`src/rtl/video_packet_scheduler.sv`:
```
// video_packet_scheduler: walks one video frame line by line and issues the
// ordered packet requests (VSS/HSS, HBP, RGB, HFP or blanking) to a packet
// assembler, holding each request until it is acknowledged.
// Optional feature macro: BLANK_LPM_EN -- blanking lines request LPM
// (length 0) instead of one long HFP spanning the whole line.
module video_packet_scheduler #(
  parameter int V_W = 12,
  parameter int L_W = 16
) (
  input  logic           clk_sys,
  input  logic           rst_n,
  input  logic           enable,
  input  logic [V_W-1:0] cfg_vsa,
  input  logic [V_W-1:0] cfg_vbp,
  input  logic [V_W-1:0] cfg_vact,
  input  logic [V_W-1:0] cfg_vfp,
  input  logic [L_W-1:0] cfg_hbp,
  input  logic [L_W-1:0] cfg_hact,
  input  logic [L_W-1:0] cfg_hfp,
  output logic           pkt_req,
  output logic [2:0]     pkt_type,
  output logic [L_W-1:0] pkt_len,
  input  logic           pkt_ack,
  output logic           frame_start,
  output logic [V_W-1:0] line_cnt,
  output logic           busy
);

  typedef enum logic [2:0] {
    S_IDLE, S_SYNC, S_HBP, S_RGB, S_HFP, S_BLANK, S_LINE_END
  } state_t;

  localparam logic [2:0] PKT_VSS = 3'd0;
  localparam logic [2:0] PKT_HSS = 3'd1;
  localparam logic [2:0] PKT_HBP = 3'd2;
  localparam logic [2:0] PKT_RGB = 3'd3;
  localparam logic [2:0] PKT_HFP = 3'd4;
`ifdef BLANK_LPM_EN
  localparam logic [2:0] PKT_LPM = 3'd5;
`endif

  localparam logic [V_W+1:0] ONE_LINE = (V_W+2)'(1);

  state_t         r_state;
  state_t         w_next;
  logic [V_W+1:0] r_line;       // two spare bits so a full-size frame cannot alias
  logic [V_W+1:0] w_line_nxt;
  logic           w_capture;
  logic           r_entered;    // first cycle after any state change

  logic [V_W-1:0] r_vsa, r_vbp, r_vact, r_vfp;
  logic [L_W-1:0] r_hbp, r_hact, r_hfp;

  // Live total decides whether a frame may start; shadow sums steer the frame.
  logic [V_W+1:0] w_cfg_total;
  logic [V_W+1:0] w_total;
  logic [V_W+1:0] w_act_lo;
  logic [V_W+1:0] w_act_hi;
  logic           w_active;
  logic           w_last;

  assign w_cfg_total = {2'b00, cfg_vsa} + {2'b00, cfg_vbp} + {2'b00, cfg_vact} + {2'b00, cfg_vfp};
  assign w_total     = {2'b00, r_vsa} + {2'b00, r_vbp} + {2'b00, r_vact} + {2'b00, r_vfp};
  assign w_act_lo    = {2'b00, r_vsa} + {2'b00, r_vbp};
  assign w_act_hi    = w_act_lo + {2'b00, r_vact};
  assign w_active    = (r_line >= w_act_lo) && (r_line < w_act_hi);
  assign w_last      = (r_line == w_total - ONE_LINE);

`ifndef BLANK_LPM_EN
  // A blanking line spans the whole horizontal period; clamp if it overflows.
  logic [L_W+1:0] w_hsum;
  logic [L_W-1:0] w_blank_len;
  assign w_hsum      = {2'b00, r_hbp} + {2'b00, r_hact} + {2'b00, r_hfp};
  assign w_blank_len = (|w_hsum[L_W+1:L_W]) ? {L_W{1'b1}} : w_hsum[L_W-1:0];
`endif

  // State, line counter and shadow configuration registers.
  // NOTE: sequential state uses non-blocking (<=) so every register samples
  // the pre-edge values of its peers, independent of statement order.
  always_ff @(posedge clk_sys or negedge rst_n) begin
    if (!rst_n) begin
      r_state   <= S_IDLE;
      r_line    <= '0;
      r_entered <= 1'b0;
      r_vsa     <= '0;
      r_vbp     <= '0;
      r_vact    <= '0;
      r_vfp     <= '0;
      r_hbp     <= '0;
      r_hact    <= '0;
      r_hfp     <= '0;
    end else begin
      r_state   <= w_next;
      r_line    <= w_line_nxt;
      r_entered <= (w_next != r_state);
      if (w_capture) begin
        r_vsa  <= cfg_vsa;
        r_vbp  <= cfg_vbp;
        r_vact <= cfg_vact;
        r_vfp  <= cfg_vfp;
        r_hbp  <= cfg_hbp;
        r_hact <= cfg_hact;
        r_hfp  <= cfg_hfp;
      end
    end
  end

  // Next-state: packet states advance only on ack; LINE_END steps or wraps the line.
  // NOTE: every signal gets a default first so no path leaves it unassigned,
  // which would otherwise infer a latch.
  always_comb begin
    w_next     = r_state;
    w_line_nxt = r_line;
    w_capture  = 1'b0;
    unique case (r_state)
      S_IDLE: begin
        if (enable && (w_cfg_total != '0)) begin
          w_next    = S_SYNC;
          w_capture = 1'b1;
        end
      end
      S_SYNC:  if (pkt_ack) w_next = w_active ? S_HBP : S_BLANK;
      S_HBP:   if (pkt_ack) w_next = S_RGB;
      S_RGB:   if (pkt_ack) w_next = S_HFP;
      S_HFP:   if (pkt_ack) w_next = S_LINE_END;
      S_BLANK: if (pkt_ack) w_next = S_LINE_END;
      S_LINE_END: begin
        if (w_last) begin
          w_line_nxt = '0;
          w_capture  = 1'b1;
          w_next     = (enable && (w_cfg_total != '0)) ? S_SYNC : S_IDLE;
        end else begin
          w_line_nxt = r_line + ONE_LINE;
          w_next     = S_SYNC;
        end
      end
      default: w_next = S_IDLE;
    endcase
  end

  // Request outputs decoded from the current state and shadow lengths.
  always_comb begin
    pkt_req  = 1'b0;
    pkt_type = PKT_VSS;
    pkt_len  = '0;
    unique case (r_state)
      S_SYNC: begin
        pkt_req  = 1'b1;
        pkt_type = (r_line == '0) ? PKT_VSS : PKT_HSS;
      end
      S_HBP: begin
        pkt_req  = 1'b1;
        pkt_type = PKT_HBP;
        pkt_len  = r_hbp;
      end
      S_RGB: begin
        pkt_req  = 1'b1;
        pkt_type = PKT_RGB;
        pkt_len  = r_hact;
      end
      S_HFP: begin
        pkt_req  = 1'b1;
        pkt_type = PKT_HFP;
        pkt_len  = r_hfp;
      end
      S_BLANK: begin
        pkt_req  = 1'b1;
`ifdef BLANK_LPM_EN
        pkt_type = PKT_LPM;
`else
        pkt_type = PKT_HFP;
        pkt_len  = w_blank_len;
`endif
      end
      default: ;
    endcase
  end

  assign frame_start = (r_state == S_SYNC) && r_entered && (r_line == '0);
  assign line_cnt    = r_line[V_W-1:0];
  assign busy        = (r_state != S_IDLE);

endmodule

```
`config.mk`:
```
export PLATFORM = sky130hd
export DESIGN_NAME = video_packet_scheduler
export DESIGN_NICKNAME = d
export VERILOG_FILES = /design/src/rtl/video_packet_scheduler.sv
export SDC_FILE = /design/constraint.sdc
export NUM_CORES = 1
export LEC_CHECK = 0
export ABC_AREA = 1
export CAP_MARGIN = 30
export CORE_ASPECT_RATIO = 1.4
export CORE_MARGIN = 10
export CORE_UTILIZATION = 33
export CTS_BUF_LIST = sky130_fd_sc_hd__clkbuf_8 sky130_fd_sc_hd__clkbuf_16
export CTS_CLUSTER_SIZE = 16
export DETAILED_ROUTE_END_ITERATION = 12
export GPL_TIMING_DRIVEN = 0
export PLACE_DENSITY = 0.55
export SLEW_MARGIN = 20
export SYNTH_ARGS = -nofsm -noshare
export SYNTH_HDL_FRONTEND = slang
export SYNTH_SLANG_ARGS = --single-unit
```
`constraint.sdc`:
```
create_clock -name clk_sys -period 10.15 [get_ports clk_sys]
set_input_delay 1.015 -clock clk_sys [delete_from_list [all_inputs] [get_ports clk_sys]]
set_output_delay 1.015 -clock clk_sys [all_outputs]
set_load 0.005 [all_outputs]
```
==> results of run 1 <==
[kinds of logic after synthesis]
kind of cell	Yosys count	synth area share
AOI/OAI and AO/OA	246	0.163
and+or+nand+nor	477	0.207
DFF	114	0.268
xor gates and xnor gates	55	0.0467
buffers and inverters	264	0.116
adders and majority gates	143	0.199
[final cells by class]
cell class,instances,area (um^2)
timing repair buffer,135,1370
inverter,222,833
buffer,42,399
clock buffer,17,425
fill,3199,18600
tap,395,494
clock inverter,15,153
multi-input combinational,921,6560
sequential,114,2850
[path summary, 6_finish.rpt]
path / slack, ns / to / depth (start not counted)
max reg2reg: 4.34 / r_hact[1]$_DFFE_PN0P_ / 34
min: 0.50 / r_hbp[12]$_DFFE_PN0P_ / 1
min reg2reg: 0.53 / r_vsa[11]$_DFFE_PN0P_ / 2
max: 4.34 / r_hact[1]$_DFFE_PN0P_ / 34
max in group asynchronous: 8.90 / r_hbp[15]$_DFFE_PN0P_ / 2
min in group clk_sys: 0.53 / r_vsa[11]$_DFFE_PN0P_ / 2
[registers in the layout, summed over array words and instances, names as in the netlist]
register   flops
r_entered      1
r_hact        16
r_hbp         16
r_hfp         16
r_line        14
r_state        3
r_vact        12
r_vbp         12
r_vfp         12
r_vsa         12
[worst max-delay path: cells and delay by family, from the launching register on]
kind | cells | cell delay [ns]
AOI/OAI and AO/OA | 7 | 1.16
xor gates and xnor gates | 3 | 0.79
adders and majority gates | 3 | 1.07
buffers and inverters | 4 | 0.51
DFF | 1 | 0.38
and+or+nand+nor | 17 | 1.82
[stage by stage]
| stage | std cells | util | hold slack [ns] | cell area, um^2 | worst slack (ns) |
|---|---|---|---|---|---|
| after global routing | 1861 | 0.413 | 0.533 | 13100 | 3.78 |
| after global placement | 1827 | 0.393 | 0.526 | 12500 | 3.33 |
| final | 1861 | 0.413 | 0.502 | 13100 | 4.34 |
| after detailed placement | 1829 | 0.394 | 0.529 | 12500 | 4.41 |
| after CTS | 1861 | 0.413 | 0.504 | 13100 | 4.34 |
| after floorplan | 1299 | - | 0.494 | 10600 | 5.40 |
[cell usage in the layout, fill, tap and decap left out, types with 3 or more instances in the layout]
cell,count
nand2_1,222
inv_1,221
clkdlybuf4s50_1,132
dfrtp_1,114
ha_1,99
nand2_2,95
o21ai_2,94
nor2_1,68
a21oi_1,58
nand3_1,50
fa_1,44
xor2_1,41
o21ai_0,35
clkbuf_16,17
xnor2_1,13
nor3_1,12
buf_4,12
buf_6,11
nand4_1,9
buf_8,9
o211ai_1,8
o2111ai_1,8
o21ai_1,7
clkbuf_1,7
nor4_1,7
a22oi_1,7
a21o_1,5
clkinv_2,5
a21oi_2,4
buf_2,4
nand3b_1,4
inv_2,4
o22ai_1,4
a31oi_1,3
nand3_2,3
a21boi_0,3
clkinvlp_4,3
bufinv_16,3
[layer usage]
| metal | wire (um) | vias up | share of wire | track usage |
|---|---|---|---|---|
| met5 | 0 | - | 0 | 0 |
| met4 | 842 | 0 | 0.026 | 0.0521 |
| met2 | 18700 | 168 | 0.57 | 0.340 |
| li1 | - | 4477 | - | - |
| met1 | 12100 | 4198 | 0.37 | 0.171 |
| met3 | 1020 | 43 | 0.031 | 0.0288 |
==> results.toml, run 1 <==
[clock_network]
clk_path_buf_depth = 2
cts_resized = 0
cts.sinks = 114
clockRootBuffer = "clkbuf_16"
cts_tree = "done"
cts_setup_buffers = 0
ctsHtreeMaxLevel = 4
cts_hold_buf = 0
cts_buffers = 17
clkTransAtPathRegs_ns = 0.06
clk_latency_ns = 0.44

[synth]
synth.cell_area_mm2 = 0.0106
syn_inst = 1299
synth_top_area_cell = "dfrtp_1"
async_flop_share = 1.00
synth_area_leaders = "dfrtp_1, ha_1, fa_1"
synth_edf_count = 0
syn-num-nets = 1542
synth_top_area_frac = 0.268
synth_seq_area_share = 0.268
ys_ff_latch = 114
avgSynthCellArea_um2 = 8.19
synth_most_common_cell = "nand2_1"
ys_types = 49
ys_warn_count = 0
synth_common_cells = "nand2_1, inv_1, dfrtp_1, ha_1, nand2_2"
synth_ff_type = "dfrtp_1"

[route]
dr.pass1.iters = 5
drc = 0
drt-initial-drc-count = 396
routed_via_density = 4.77
wl_per_cell_um = 17.6
drt_wl_total_um = 32700
vias = 8886
final_antenna_net_count = 0

[setup_path]
path_class = "reg -> reg"
required_ns = 10.51
cp-end-kind = "flop"
critPathLaunchType = "flop"
crit_slowest_cell = "dfrtp_1"
crit_start = "r_vsa[2]$_DFFE_PN0P_"
r2r_start = "r_vsa[2]$_DFFE_PN0P_"
crit_arrival_ns = 6.17
crit_top_cell = "nand2_1"
worstPathMaxFanout = 10
critPathMaxStageDelay_ns = 0.38

[global_route]
antenna_found_initial = 0
grt_pass1_vias = 9695
grt-ovfl-total = 0
grt_pass1_wl_um = 52200
grtUsageTotal = 0.170
grt_max_degree = 73

[floorplanning]
io_pins = 134
die_h_um = 232
die_w_um = 172
fp-row-count = 77
core_region_area_mm2 = 0.0317
start_util = 0.336
dieArea_mm2 = 0.0399

[flow_run]
drv_cap = 0

[place]
port_buffers = 133
finalWeightedCongestion = 0.891
dp_hpwl_um = 27100

[outcome]
status = "finished, final reports clean"

[sta]
drv_slew = 0
min_period_over_period = 0.572
maxSlewHeadroom = 0.378
finalHoldViolCount = 0
setup-tns-final_ns = 0
final-setup-viol-count = 0
fin_worst_skew_ns = 0.0120
fmax_ghz = 0.172
rsz0062_at_grt = "false"
worstMarginPinSlew_ns = 0.928
fin_crit_ns = 5.81

[final_layout]
drive_above_1_share = 0.186
diodes = 0
synthToLayoutAreaGrowth_pct = 23.0
num-nets-final = 1696

[hold_path]
holdCritPathClass = "in -> async"
Power of run 1 is left out: the tool's default activity adds up to more than one toggle a clock period on the data nets, which glitch-free logic cannot reach.
==> run 2: changes to the inputs <==
--- a/config.mk
+++ b/config.mk
@@ -14,7 +14,7 @@
 export CTS_CLUSTER_SIZE = 16
 export DETAILED_ROUTE_END_ITERATION = 12
 export GPL_TIMING_DRIVEN = 0
-export PLACE_DENSITY = 0.55
+export PLACE_DENSITY = 0.57
 export SLEW_MARGIN = 20
 export SYNTH_ARGS = -nofsm -noshare
 export SYNTH_HDL_FRONTEND = slang
==> constraint.sdc (replaced) <==
create_clock -name clk_sys -period 5.3 [get_ports clk_sys]
set_input_delay 0.53 -clock clk_sys [delete_from_list [all_inputs] [get_ports clk_sys]]
set_output_delay 0.53 -clock clk_sys [all_outputs]
set_load 0.005 [all_outputs]
==> run 2 against run 1 <==
Clock skew decreased by 0.0035 ns. Highest routed layer unchanged. Core utilization grew 5.0 points. Critical path depth fell by 1. Largest cell class unchanged. Die area stayed put. Global-route usage rose by 0.44 points. Via count is 6.1% higher. Register-to-register slack worse by 4.2 ns.
==> results.toml, run 2 (synthesis results as in run 1) <==
[sta]
finalHoldViolCount = 0
worst_slack_ns = 0.148
rsz0062_at_grt = "true"
worstMarginPinSlew_ns = 0.907
drv_slew = 0
maxSlewHeadroom = 0.392
fin_crit_ns = 5.15
fmax_ghz = 0.194
final-setup-viol-count = 0
min_period_over_period = 0.972
fin_worst_skew_ns = 0.00847

[route]
dr.pass1.iters = 5
wl_per_cell_um = 18.5
drt-initial-drc-count = 444
routed_via_density = 4.93
drc = 0
final_antenna_net_count = 0
drt_wl_total_um = 35400
vias = 9428

[setup_path]
r2r_end = "r_vfp[6]$_DFFE_PN0P_"
path_class = "reg -> reg"
required_ns = 5.66
crit_slowest_cell = "dfrtp_1"
worstPathMaxFanout = 6
reg2regPathDepth = 33
crit_arrival_ns = 5.52
r2r_start = "r_vbp[2]$_DFFE_PN0P_"
critPathMaxStageDelay_ns = 0.41
rrSetupSlack_ns = 0.15
critPathLaunchType = "flop"
crit_top_cell = "nand2_1"
cp-end-kind = "flop"

[flow_run]
drv_cap = 0

[clock_network]
clk_path_buf_depth = 2
cts_buffers = 17
clkTransAtPathRegs_ns = 0.06
cts.sinks = 114
cts_tree = "done"
cts_hold_buf = 0
clk_latency_ns = 0.44
clockRootBuffer = "clkbuf_16"
ctsHtreeMaxLevel = 4

[place]
port_buffers = 133
placed_cells = 1829
finalWeightedCongestion = 0.917
pre_cts_ws_ns = -0.473
dp_hpwl_um = 27100

[floorplanning]
fp-row-count = 77
die_h_um = 232
die_w_um = 172
io_pins = 134
dieArea_mm2 = 0.0399
start_util = 0.336
core_region_area_mm2 = 0.0317

[global_route]
grtUsageTotal = 0.174
grt-ovfl-total = 0
grt_pass1_wl_um = 53700
grt_pass1_vias = 9997
antenna_found_initial = 0
grt_max_degree = 73

[final_layout]
final_common_cell = "inv_1"
synthToLayoutAreaGrowth_pct = 37.8
num-nets-final = 1748
diodes = 0
fillers = 3048
fin_cells = 1913
layout_common_cells = "inv_1, nand2_1, clkdlybuf4s50_1"
largestRegisters = "r_hact x16, r_hbp x16, r_hfp x16"
drive_above_1_share = 0.263

[outcome]
status = "finished, final reports clean"

[hold_path]
holdCritPathClass = "in -> async"
## run 2: through the flow
step	hold WS [ns]	utilization	setup TNS [ns]	cell area, um^2
finish	0.00728	0.462	0	14700
detailed placement	0.480	0.395	-44.59	12500
CTS	0.0231	0.435	0	13800
floorplan	0.234	-	0	10600
global route	0.0386	0.462	-17.07	14700
global placement	0.525	0.393	-158.13	12500
## run 2: worst max-delay path by stage
stage	from	endpoint	cells past startpoint
3_3_place_gp	rst_n	r_line[3]$_DFFE_PN0P_	1
5_1_grt	r_vbp[2]$_DFFE_PN0P_	r_vact[4]$_DFFE_PN0P_	38
4_1_cts	r_vsa[0]$_DFFE_PN0P_	r_vbp[11]$_DFFE_PN0P_	34
3_5_place_dp	r_vsa[2]$_DFFE_PN0P_	r_hact[3]$_DFFE_PN0P_	35
6_report	r_vbp[2]$_DFFE_PN0P_	r_vfp[6]$_DFFE_PN0P_	33
2_1_floorplan	r_vsa[2]$_DFFE_PN0P_	r_hbp[15]$_DFFE_PN0P_	33
## run 2: routing by layer
metal  share of wire  up-vias  track usage  wire (um)
li1                -     4584            -          -
met1            0.36     4578        0.170      12700
met2            0.56      196        0.351      19900
met3           0.032       70       0.0286       1140
met4           0.045        0       0.0651       1580
met5               0        -            0          0
## run 2: what timing repair did
| action | in CTS | in global routing |
|---|---|---|
| buffers inserted | 28 | 12 |
| resized for setup | 68 | 118 |
| setup endpoints to repair | 109 | 119 |
| pin swaps | 22 | 30 |
| gates cloned | 3 | 12 |
## run 2: layout make-up
cell class,instances,area [um^2],share of cell area
buffer,41,512,0.0349
tap,395,494,0.0337
inverter,222,836,0.0570
clock inverter,12,188,0.0128
multi-input combinational,921,7260,0.496
clock buffer,20,467,0.0318
timing repair buffer,188,2040,0.139
sequential,114,2850,0.195
## run 2: critical path, delay by kind of cell, from the launching register on
kind	cells	cell delay, ns
AOI/OAI and AO/OA	4	0.43
xor gates and xnor gates	2	0.41
adders and majority gates	3	1.11
buffers and inverters	7	0.83
DFF	1	0.41
and+or+nand+nor	17	1.85
Power of run 2 is left out for the same reason.
==> run 3: changes to the inputs <==
--- a/config.mk
+++ b/config.mk
@@ -7,14 +7,13 @@
 export LEC_CHECK = 0
 export ABC_AREA = 1
 export CAP_MARGIN = 30
-export CORE_ASPECT_RATIO = 1.4
 export CORE_MARGIN = 10
-export CORE_UTILIZATION = 33
+export CORE_UTILIZATION = 40
 export CTS_BUF_LIST = sky130_fd_sc_hd__clkbuf_8 sky130_fd_sc_hd__clkbuf_16
 export CTS_CLUSTER_SIZE = 16
 export DETAILED_ROUTE_END_ITERATION = 12
 export GPL_TIMING_DRIVEN = 0
-export PLACE_DENSITY = 0.57
+export PLACE_DENSITY = 0.66
 export SLEW_MARGIN = 20
 export SYNTH_ARGS = -nofsm -noshare
 export SYNTH_HDL_FRONTEND = slang
==> run 3 against run 2 <==
Non-clock buffer count decreased by 12. Cell area is 5.1% lower. Global-route usage rose by 1.6 points. Sequential cell count unchanged. Critical path depth unchanged. Register-to-register slack worse by 0.04 ns. Worst hold slack improved by 0.031 ns. First-iteration DRC count grew 21%.
==> results.toml, run 3 (synthesis results as in run 1) <==
[global_route]
grt-ovfl-total = 0
grt_pass1_vias = 9665
antenna_found_initial = 0
grt_util_met3 = 0.0409
grt.busiest_layer = "met2"
grt_util_met2 = 0.322
grt_pass1_wl_um = 50800
met1_usage = 0.233
grt_max_degree = 64
grtUsageTotal = 0.190

[route]
dr.pass1.iters = 5
vias = 9347
routed_via_density = 5.08
final_antenna_net_count = 0
drt_wl_total_um = 32100
drt-initial-drc-count = 537
drc = 0
wl_per_cell_um = 17.4

[floorplanning]
dieArea_mm2 = 0.0335
start_util = 0.407
die_h_um = 183
die_w_um = 183
io_pins = 134
core_region_area_mm2 = 0.0261
fp-row-count = 59

[setup_path]
required_ns = 5.66
path_class = "reg -> reg"
critPathMaxStageDelay_ns = 0.39
cp-end-kind = "flop"
critPathLaunchType = "flop"
crit_arrival_ns = 5.55
crit_slowest_cell = "dfrtp_1"
crit_top_cell = "inv_2"
reg2regPathDepth = 33
worstPathMaxFanout = 7

[sta]
worstMarginPinSlew_ns = 0.918
rsz0062_at_grt = "true"
finalHoldViolCount = 0
maxSlewHeadroom = 0.385
final-setup-viol-count = 0
drv_slew = 0
fin_worst_skew_ns = 0.0145
min_period_over_period = 0.979
fin_crit_ns = 5.19
fmax_ghz = 0.193

[place]
port_buffers = 133
dp_hpwl_um = 24500
placed_cells = 1770
finalWeightedCongestion = 0.888

[final_layout]
ff_latch_area_mm2 = 0.00285
layout_common_cells = "inv_1, nand2_1, clkdlybuf4s50_1"
multi_input_area_mm2 = 0.00692
fillers = 2404
num-nets-final = 1736
fin_cells = 1841
diodes = 0
drive_above_1_share = 0.256
final_common_cell = "inv_1"
largestRegisters = "r_hact x16, r_hbp x16, r_hfp x16"
synthToLayoutAreaGrowth_pct = 30.7

[clock_network]
clk_latency_ns = 0.43
clk_path_buf_depth = 2
clkTransAtPathRegs_ns = 0.06
cts_buffers = 17
cts.sinks = 114
clockRootBuffer = "clkbuf_16"
cts_tree = "done"
ctsHtreeMaxLevel = 4
cts_hold_buf = 0

[hold_path]
holdCritPathClass = "in -> async"

[flow_run]
drv_cap = 0

[outcome]
status = "finished, final reports clean"
[run 3: changes by cell type in the layout (fill, tap and decap cells not counted), moves of 9 or more]
cell and delta:
buf_12 -12, buf_8 +9, clkbuf_16 -9, nand2_2 +53, nand2_4 -50
[run 3: area by class of cell]
class                   count  share of cell area
multi-input cells         921               0.498
clock buffers              17              0.0306
repair buffers            175               0.129
flip-flops and latches    114               0.205
clock inverters            15              0.0131
well taps                 335              0.0301
plain buffers              42              0.0343
inverters                 222              0.0599
[run 3: worst paths after layout]
path / end / slack (ns) / startpoint
max in group asynchronous: r_hbp[7]$_DFFE_PN0P_ / 4.54 / rst_n
min reg2reg: r_vfp[1]$_DFFE_PN0P_ / 0.52 / r_vfp[1]$_DFFE_PN0P_
min in group clk_sys: r_vfp[1]$_DFFE_PN0P_ / 0.52 / r_vfp[1]$_DFFE_PN0P_
min: r_vbp[3]$_DFFE_PN0P_ / 0.04 / rst_n
max: r_vfp[3]$_DFFE_PN0P_ / 0.11 / r_vbp[0]$_DFFE_PN0P_
max reg2reg: r_vfp[3]$_DFFE_PN0P_ / 0.11 / r_vbp[0]$_DFFE_PN0P_
[run 3: critical path, delay by kind of cell (launching register included)]
family | cells | cell delay (ns)
simple gates | 12 | 1.16
xor+xnor | 3 | 0.63
flops | 1 | 0.39
buf+inv | 8 | 0.93
fa+ha+maj | 5 | 1.36
compound gates | 5 | 0.64
[run 3: per-stage QoR]
stage	instance area (um^2)	util	hold slack [ns]	TNS, ns	worst slack (ns)
2_1_floorplan	10600	-	0.234	0	0.550
3_3_place_gp	12400	0.474	0.515	-144.59	-1.00
3_5_place_dp	12400	0.476	0.513	-30.96	-0.365
4_1_cts	13600	0.519	0.0619	0	0.0147
5_1_grt	13900	0.532	0.0773	-16.05	-0.215
6_report	13900	0.532	0.0379	0	0.112
[run 3: timing repair]
item | in CTS | in global routing
setup endpoints to repair | 109 | 119
setup buffers | 23 | 10
gates cloned | 3 | 3
pin swaps | 13 | 31
gates resized for setup | 49 | 59
[run 3: routing by layer]
layer	routed length [um]	up-vias
li1	-	4560
met1	13900	4494
met2	15600	242
met3	1710	51
met4	847	0
met5	0	-
Power of run 3 is left out for the same reason.
